File: src/rtl/sort3_pkg.sv
// Shared types and constants for the three-word sorting stream controller.
package sort3_pkg;
  localparam int DW_DEF = 8;

  typedef enum logic [1:0] {
    COLLECT = 2'd0,
    SORT    = 2'd1,
    EMIT    = 2'd2
  } state_e;

  // Per-bit fill value for unused slots; replicated across the word so pads
  // always land behind every real word in the chosen output order.
  localparam logic PAD_ASC  = 1'b1;
  localparam logic PAD_DESC = 1'b0;
endpackage

File: src/rtl/sort3_core.sv
// Combinational three-operand sorter: min, mid and max of a, b, c.
module sort3_core #(
  parameter int DW = 8
) (
  input  logic [DW-1:0] a_i,
  input  logic [DW-1:0] b_i,
  input  logic [DW-1:0] c_i,
  output logic [DW-1:0] min_o,
  output logic [DW-1:0] mid_o,
  output logic [DW-1:0] max_o
);
  logic [DW-1:0] lo_ab;
  logic [DW-1:0] hi_ab;
  logic [DW-1:0] rest;

  always_comb begin
    lo_ab = (a_i < b_i) ? a_i : b_i;
    hi_ab = (a_i < b_i) ? b_i : a_i;
    // Once the overall minimum is removed, mid/max come from hi_ab and the leftover.
    min_o = (lo_ab < c_i) ? lo_ab : c_i;
    rest  = (lo_ab < c_i) ? c_i : lo_ab;
    max_o = (hi_ab > rest) ? hi_ab : rest;
    mid_o = (hi_ab > rest) ? rest : hi_ab;
  end
endmodule

File: src/rtl/sort3_stream_ctrl.sv
// Collects up to three words, sorts them in one cycle and streams the sorted
// group out over valid/ready in ascending or descending order.
module sort3_stream_ctrl
  import sort3_pkg::*;
#(
  parameter int DW    = DW_DEF,
  parameter int CNT_W = 16
) (
  input  logic             clk_i,
  input  logic             rst_i,
  input  logic [DW-1:0]    in_data_i,
  input  logic             in_valid_i,
  output logic             in_ready_o,
  input  logic             desc_i,
  input  logic             flush_i,
  output logic [DW-1:0]    out_data_o,
  output logic             out_valid_o,
  input  logic             out_ready_i,
  output logic             out_last_o,
  output logic [CNT_W-1:0] group_cnt_o
);
  state_e           state_q;
  logic [1:0]       fill_q;
  logic [1:0]       idx_q;
  logic             desc_q;
  logic [DW-1:0]    op_q [3];
  logic [DW-1:0]    res1_q;
  logic [DW-1:0]    res2_q;
  logic [DW-1:0]    out_data_q;
  logic             out_valid_q;
  logic             out_last_q;
  logic             in_ready_q;
  logic [CNT_W-1:0] cnt_q;

  logic [DW-1:0] pad_d;
  logic [DW-1:0] srt_b_d;
  logic [DW-1:0] srt_c_d;
  logic [DW-1:0] min_d;
  logic [DW-1:0] mid_d;
  logic [DW-1:0] max_d;

  assign pad_d   = desc_q ? {DW{PAD_DESC}} : {DW{PAD_ASC}};
  assign srt_b_d = (fill_q >= 2'd2) ? op_q[1] : pad_d;
  assign srt_c_d = (fill_q == 2'd3) ? op_q[2] : pad_d;

  sort3_core #(.DW(DW)) u_core (
    .a_i  (op_q[0]),
    .b_i  (srt_b_d),
    .c_i  (srt_c_d),
    .min_o(min_d),
    .mid_o(mid_d),
    .max_o(max_d)
  );

  always_ff @(posedge clk_i or posedge rst_i) begin
    if (rst_i) begin
      state_q     <= COLLECT;
      fill_q      <= 2'd0;
      idx_q       <= 2'd0;
      desc_q      <= 1'b0;
      for (int i = 0; i < 3; i++) op_q[i] <= '0;
      res1_q      <= '0;
      res2_q      <= '0;
      out_data_q  <= '0;
      out_valid_q <= 1'b0;
      out_last_q  <= 1'b0;
      in_ready_q  <= 1'b0;
      cnt_q       <= '0;
    end else begin
      case (state_q)
        COLLECT: begin
          in_ready_q <= 1'b1;
          if (in_valid_i && in_ready_q) begin
            for (int i = 0; i < 3; i++)
              if (fill_q == 2'(i)) op_q[i] <= in_data_i;
            if (fill_q == 2'd0) desc_q <= desc_i;
            fill_q <= fill_q + 2'd1;
            if (fill_q == 2'd2) begin
              state_q    <= SORT;
              in_ready_q <= 1'b0;
            end
          end else if (flush_i && fill_q != 2'd0) begin
            state_q    <= SORT;
            in_ready_q <= 1'b0;
          end
        end
        SORT: begin
          // fill_q now holds the group size n and stays put until the group drains.
          out_data_q  <= desc_q ? max_d : min_d;
          res1_q      <= mid_d;
          res2_q      <= desc_q ? min_d : max_d;
          out_last_q  <= (fill_q == 2'd1);
          out_valid_q <= 1'b1;
          idx_q       <= 2'd0;
          state_q     <= EMIT;
        end
        EMIT: begin
          if (out_ready_i) begin
            if (idx_q == fill_q - 2'd1) begin
              out_valid_q <= 1'b0;
              out_last_q  <= 1'b0;
              out_data_q  <= '0;
              fill_q      <= 2'd0;
              cnt_q       <= cnt_q + CNT_W'(1);
              in_ready_q  <= 1'b1;
              state_q     <= COLLECT;
            end else begin
              idx_q      <= idx_q + 2'd1;
              out_data_q <= (idx_q == 2'd0) ? res1_q : res2_q;
              out_last_q <= (idx_q + 2'd2 == fill_q);
            end
          end
        end
        default: state_q <= COLLECT;
      endcase
    end
  end

  assign in_ready_o  = in_ready_q;
  assign out_data_o  = out_data_q;
  assign out_valid_o = out_valid_q;
  assign out_last_o  = out_last_q;
  assign group_cnt_o = cnt_q;
endmodule

File: config.mk
export PLATFORM = sky130hd
export DESIGN_NAME = sort3_stream_ctrl
export DESIGN_NICKNAME = d
export VERILOG_FILES = /design/src/rtl/sort3_pkg.sv /design/src/rtl/sort3_core.sv /design/src/rtl/sort3_stream_ctrl.sv
export SDC_FILE = /design/constraint.sdc
export NUM_CORES = 1
export LEC_CHECK = 0
export BUFFER_PORTS_ARGS = -buffer_cell sky130_fd_sc_hd__buf_2
export CORE_UTILIZATION = 59
export CTS_CLUSTER_SIZE = 12
export DETAILED_ROUTE_END_ITERATION = 16
export PLACE_DENSITY = 0.8
export SLEW_MARGIN = 20
export SYNTH_ARGS = -nofsm -noshare
export SYNTH_HDL_FRONTEND = slang
export SYNTH_SLANG_ARGS = --single-unit
File: constraint.sdc
create_clock -name clk_i -period 7.26 [get_ports clk_i]
set_input_delay 0.726 -clock clk_i [delete_from_list [all_inputs] [get_ports clk_i]]
set_output_delay 0.726 -clock clk_i [all_outputs]
set_load 0.05 [all_outputs]
==> metrics.txt <==
# TYPE chip_impl_metric gauge
chip_impl_metric{name="layout_min_cycle_time",unit="ns"} 6.82
chip_impl_metric{name="globalRouteOverflowTotal",unit=""} 0
chip_impl_info{name="worst_hold_path_type",value="flip-flop to flip-flop"} 1
chip_impl_info{name="tritoncts",value="done"} 1
chip_impl_metric{name="cts-root-to-sink-buffers",unit=""} 2
chip_impl_info{name="timing.critical_path.slowest_stage_cell",value="sky130_fd_sc_hd__dfrtp_1"} 1
chip_impl_info{name="synth_top_area_cell",value="sky130_fd_sc_hd__dfrtp_1"} 1
chip_impl_metric{name="post_synthesis_share_of_cell_area_spent_on_full_adders_half_adders_and_majority_gates",unit="%"} 6.99
chip_impl_metric{name="cts_hold_buffers",unit=""} 0
chip_impl_metric{name="worst-slew-pin-transition",unit="ns"} 1.06
chip_impl_metric{name="syn_to_final_growth",unit="%"} 10.2
chip_impl_metric{name="insertedDiodeCount",unit=""} 0
chip_impl_metric{name="synth_edf_count",unit=""} 0
chip_impl_metric{name="cts_num_sinks",unit=""} 74
chip_impl_metric{name="simple_gate_area_share_of_the_yosys_netlist",unit="%"} 14.2
chip_impl_metric{name="synth-async-reset-ratio",unit="%"} 100
chip_impl_metric{name="grt_antenna_before_repair",unit=""} 0
chip_impl_metric{name="worstPathRequired",unit="ns"} 7.48
chip_impl_metric{name="area.sequential",unit="um^2"} 1850
chip_impl_metric{name="port-buffer-count",unit=""} 40
chip_impl_info{name="timing.critical_path.mode_cell",value="sky130_fd_sc_hd__ha_1"} 1
chip_impl_metric{name="drv_slew",unit=""} 0
chip_impl_metric{name="syn-num-nets",unit=""} 540
chip_impl_metric{name="nets",unit=""} 574
chip_impl_info{name="synthTopCellsByArea",value="sky130_fd_sc_hd__dfrtp_1, sky130_fd_sc_hd__ha_1, sky130_fd_sc_hd__mux2_2"} 1
chip_impl_metric{name="num_rows",unit=""} 32
chip_impl_metric{name="detailroute.via_count",unit=""} 4118
chip_impl_info{name="run_status",value="completed"} 1
chip_impl_metric{name="hpwlAfterDp",unit="um"} 8530
chip_impl_metric{name="layout-drive-gt1-share",unit="%"} 21.0
chip_impl_metric{name="grt_pass1_vias",unit=""} 4021
chip_impl_metric{name="warnings_from_yosys",unit=""} 0
chip_impl_metric{name="die_extent_in_y",unit="um"} 90.8
chip_impl_metric{name="worst_ep_arrival_time",unit="ns"} 7.03
chip_impl_metric{name="first_pass_iters",unit=""} 7
chip_impl_metric{name="die_x",unit="um"} 90.8
chip_impl_info{name="timing.setup.critical_path_class",value="flip-flop to flip-flop"} 1
chip_impl_metric{name="critical_path_buf_inv_count",unit=""} 4
chip_impl_metric{name="dp.cells",unit=""} 625
chip_impl_metric{name="postSynthCellCount",unit=""} 500
chip_impl_info{name="most_used_dff_post_synth",value="sky130_fd_sc_hd__dfrtp_1"} 1
chip_impl_metric{name="synthesis.area",unit="um^2"} 4650
chip_impl_metric{name="fill_cells",unit=""} 607
chip_impl_metric{name="timing.clock.skew",unit="ns"} 0.00967
chip_impl_metric{name="final_min_period_over_clock_period",unit="%"} 93.9
chip_impl_metric{name="grt_max_degree",unit=""} 75
chip_impl_metric{name="yosys-mux-area-fraction",unit="%"} 9.79
chip_impl_info{name="worst_path_dominant_cell_family",value="compound AO/OA/AOI/OAI gates"} 1
chip_impl_metric{name="max_slew_headroom_at_the_worst_pin",unit="%"} 29.1
chip_impl_metric{name="timing.max_cap.violations",unit=""} 0
chip_impl_metric{name="synth_largest_type_area_fraction",unit="%"} 39.8
chip_impl_metric{name="synth.distinct_cells",unit=""} 54
chip_impl_metric{name="routed_wirelength",unit="um"} 11600
chip_impl_metric{name="gp_congestion",unit=""} 0.980
chip_impl_metric{name="ctsHtreeMaxLevel",unit=""} 3
chip_impl_metric{name="routed_wire_length_per_instance",unit="um"} 18.2
chip_impl_metric{name="tritoncts.num_buffers",unit=""} 9
chip_impl_metric{name="syn-mean-instance-area",unit="um^2"} 9.31
chip_impl_metric{name="fin_cells",unit=""} 641
chip_impl_info{name="yosys-top-cells-count",value="sky130_fd_sc_hd__dfrtp_1, sky130_fd_sc_hd__a21oi_1, sky130_fd_sc_hd__nand2_1"} 1
chip_impl_metric{name="critical_path.max_fanout",unit=""} 16
chip_impl_metric{name="ant_nets",unit=""} 0
chip_impl_metric{name="core_region_area",unit="um^2"} 7690
chip_impl_metric{name="synth_compound_area_share",unit="%"} 21.1
chip_impl_metric{name="avgViaCountPerCell",unit=""} 6.42
chip_impl_metric{name="start_util",unit="%"} 60.5
chip_impl_info{name="yosys.cell_count.top_type",value="sky130_fd_sc_hd__dfrtp_1"} 1
chip_impl_metric{name="dr.first_iter.drc_count",unit=""} 262
chip_impl_metric{name="multiInputGateArea",unit="um^2"} 2610
chip_impl_metric{name="grt_usage",unit="%"} 29.3
chip_impl_info{name="endpoint_kind_of_the_worst_setup_timing_path",value="flip-flop"} 1
chip_impl_metric{name="cts_resized",unit=""} 0
chip_impl_metric{name="report.final.hold_viol_count",unit=""} 0
chip_impl_metric{name="drc",unit=""} 0
chip_impl_info{name="crit_path_start_kind",value="flip-flop"} 1
chip_impl_metric{name="dieArea",unit="um^2"} 8250
chip_impl_metric{name="io_pins",unit=""} 41
chip_impl_metric{name="max_freq",unit="MHz"} 147
chip_impl_info{name="synth_top_family_by_area",value="compound AO/OA/AOI/OAI gates"} 1
chip_impl_info{name="clockRootBuffer",value="sky130_fd_sc_hd__clkbuf_8"} 1
chip_impl_metric{name="report.final.setup_viol",unit=""} 0
chip_impl_metric{name="postCtsSetupRepairBufs",unit=""} 0
chip_impl_metric{name="first_pass_grt_wire_length",unit="um"} 19100
chip_impl_metric{name="cp_slowest_stage_delay",unit="ns"} 0.50
chip_impl_metric{name="clock_slew_at_reported_path_ffs",unit="ns"} 0.08
chip_impl_metric{name="synth_sequential_area_ratio",unit="%"} 39.8
chip_impl_metric{name="clock_latency_on_the_worst_skew_pair",unit="ns"} 0.36
chip_impl_metric{name="yosys.area_share.xor_xnor",unit="%"} 3.39
chip_impl_metric{name="synth-seq-cells",unit=""} 74
[registers in the layout, indices dropped and copies added, names as in the netlist]
| register | flops |
|---|---|
| fill_q | 2 |
| res2_q | 8 |
| desc_q | 1 |
| out_last_o | 1 |
| idx_q | 2 |
| in_ready_o | 1 |
| group_cnt_o | 16 |
| out_valid_o | 1 |
| out_data_o | 8 |
| res1_q | 8 |
| state_q | 2 |
| op_q | 24 |
[worst paths after layout]
| path | start | to | slack [ns] | depth (start not counted) |
|---|---|---|---|---|
| setup reg to reg | fill_q[1]$_DFFE_PP0P_ | out_data_o[4]$_DFFE_PP0P_ | 0.44 | 27 |
| max in group asynchronous | rst_i | fill_q[0]$_DFFE_PP0P_ | 5.98 | 3 |
| setup / recovery | fill_q[1]$_DFFE_PP0P_ | out_data_o[4]$_DFFE_PP0P_ | 0.44 | 27 |
| hold / removal | group_cnt_o[15]$_DFFE_PP0P_ | group_cnt_o[15]$_DFFE_PP0P_ | 0.47 | 1 |
| hold reg to reg | group_cnt_o[15]$_DFFE_PP0P_ | group_cnt_o[15]$_DFFE_PP0P_ | 0.47 | 1 |
| min in group asynchronous | rst_i | desc_q$_DFFE_PP0P_ | 0.63 | 3 |
[logic make-up (layout without fill, tap and decap cells)]
logic type | after synthesis | after routing
buffers and inverters | 49 | 88
and+or+nand+nor | 140 | 140
AOI/OAI and AO/OA | 151 | 151
DFF | 74 | 74
xor gates and xnor gates | 18 | 18
adders and majority gates | 26 | 26
muxes | 42 | 42
[worst register-to-register path, delay by kind of cell, from the launching register on]
family	cells	cell delay (ns)
buffers and inverters	4	0.67
flip-flops	1	0.50
adder cells (fa/ha/maj)	4	1.03
AND/OR/NAND/NOR	8	1.60
AO/OA/AOI/OAI	11	2.89
[metal layers]
metal / part of all wire (%) / GRT usage [%]
met4: 3.5 / 12.8
met3: 6.5 / 6.06
met1: 42 / 36.7
met5: 0 / 0
met2: 48 / 48.9
[through the flow]
step	area (um^2)	util [%]	TNS (ns)	setup WS, ns	hold WS (ns)
2_1_floorplan	4650	-	0	0.801	0.455
3_3_place_gp	4910	63.9	0	0.599	0.456
3_5_place_dp	4910	63.9	0	0.208	0.459
4_1_cts	5100	66.4	0	0.175	0.472
5_1_grt	5130	66.7	-0.0137	-0.0137	0.491
6_report	5130	66.7	0	0.441	0.472
[layout by cell type, fill, tap and decap left out, types with 3 or more instances in the layout]
master                     count
sky130_fd_sc_hd__clkbuf_8      9
sky130_fd_sc_hd__a21oi_1      47
sky130_fd_sc_hd__nand2_1      48
sky130_fd_sc_hd__and2_1        5
sky130_fd_sc_hd__o311ai_0      3
sky130_fd_sc_hd__buf_4         7
sky130_fd_sc_hd__xnor2_1      12
sky130_fd_sc_hd__o311ai_1      5
sky130_fd_sc_hd__nand4_1       4
sky130_fd_sc_hd__a21o_1       10
sky130_fd_sc_hd__dfrtp_1      73
sky130_fd_sc_hd__and3_1        5
sky130_fd_sc_hd__clkinv_2      3
sky130_fd_sc_hd__nor2_1       29
sky130_fd_sc_hd__xor2_1        6
sky130_fd_sc_hd__mux2_2       28
sky130_fd_sc_hd__o21ai_1       6
sky130_fd_sc_hd__nor3_1       18
sky130_fd_sc_hd__nor2b_1       3
sky130_fd_sc_hd__o22ai_1       3
sky130_fd_sc_hd__ha_1         26
sky130_fd_sc_hd__a22oi_1       6
sky130_fd_sc_hd__mux2i_1      14
sky130_fd_sc_hd__o21ai_0      27
sky130_fd_sc_hd__inv_1        24
sky130_fd_sc_hd__nand3_1      15
sky130_fd_sc_hd__buf_2        40
sky130_fd_sc_hd__a211oi_1      5
sky130_fd_sc_hd__a31oi_1       4
sky130_fd_sc_hd__o211ai_1      9
sky130_fd_sc_hd__o221ai_1      5
sky130_fd_sc_hd__a21oi_2       4
[final cells by class]
cell class / count / area share [%]
multi-input combinational: 377 / 50.8
sequential: 74 / 36.1
timing repair buffer: 47 / 4.93
tap: 102 / 2.49
clock buffer: 9 / 2.42
inverter: 25 / 1.83
clock inverter: 7 / 1.37
Power is left out: the tool's default activity adds up to more than one toggle a clock period on the data nets, which glitch-free logic cannot reach.
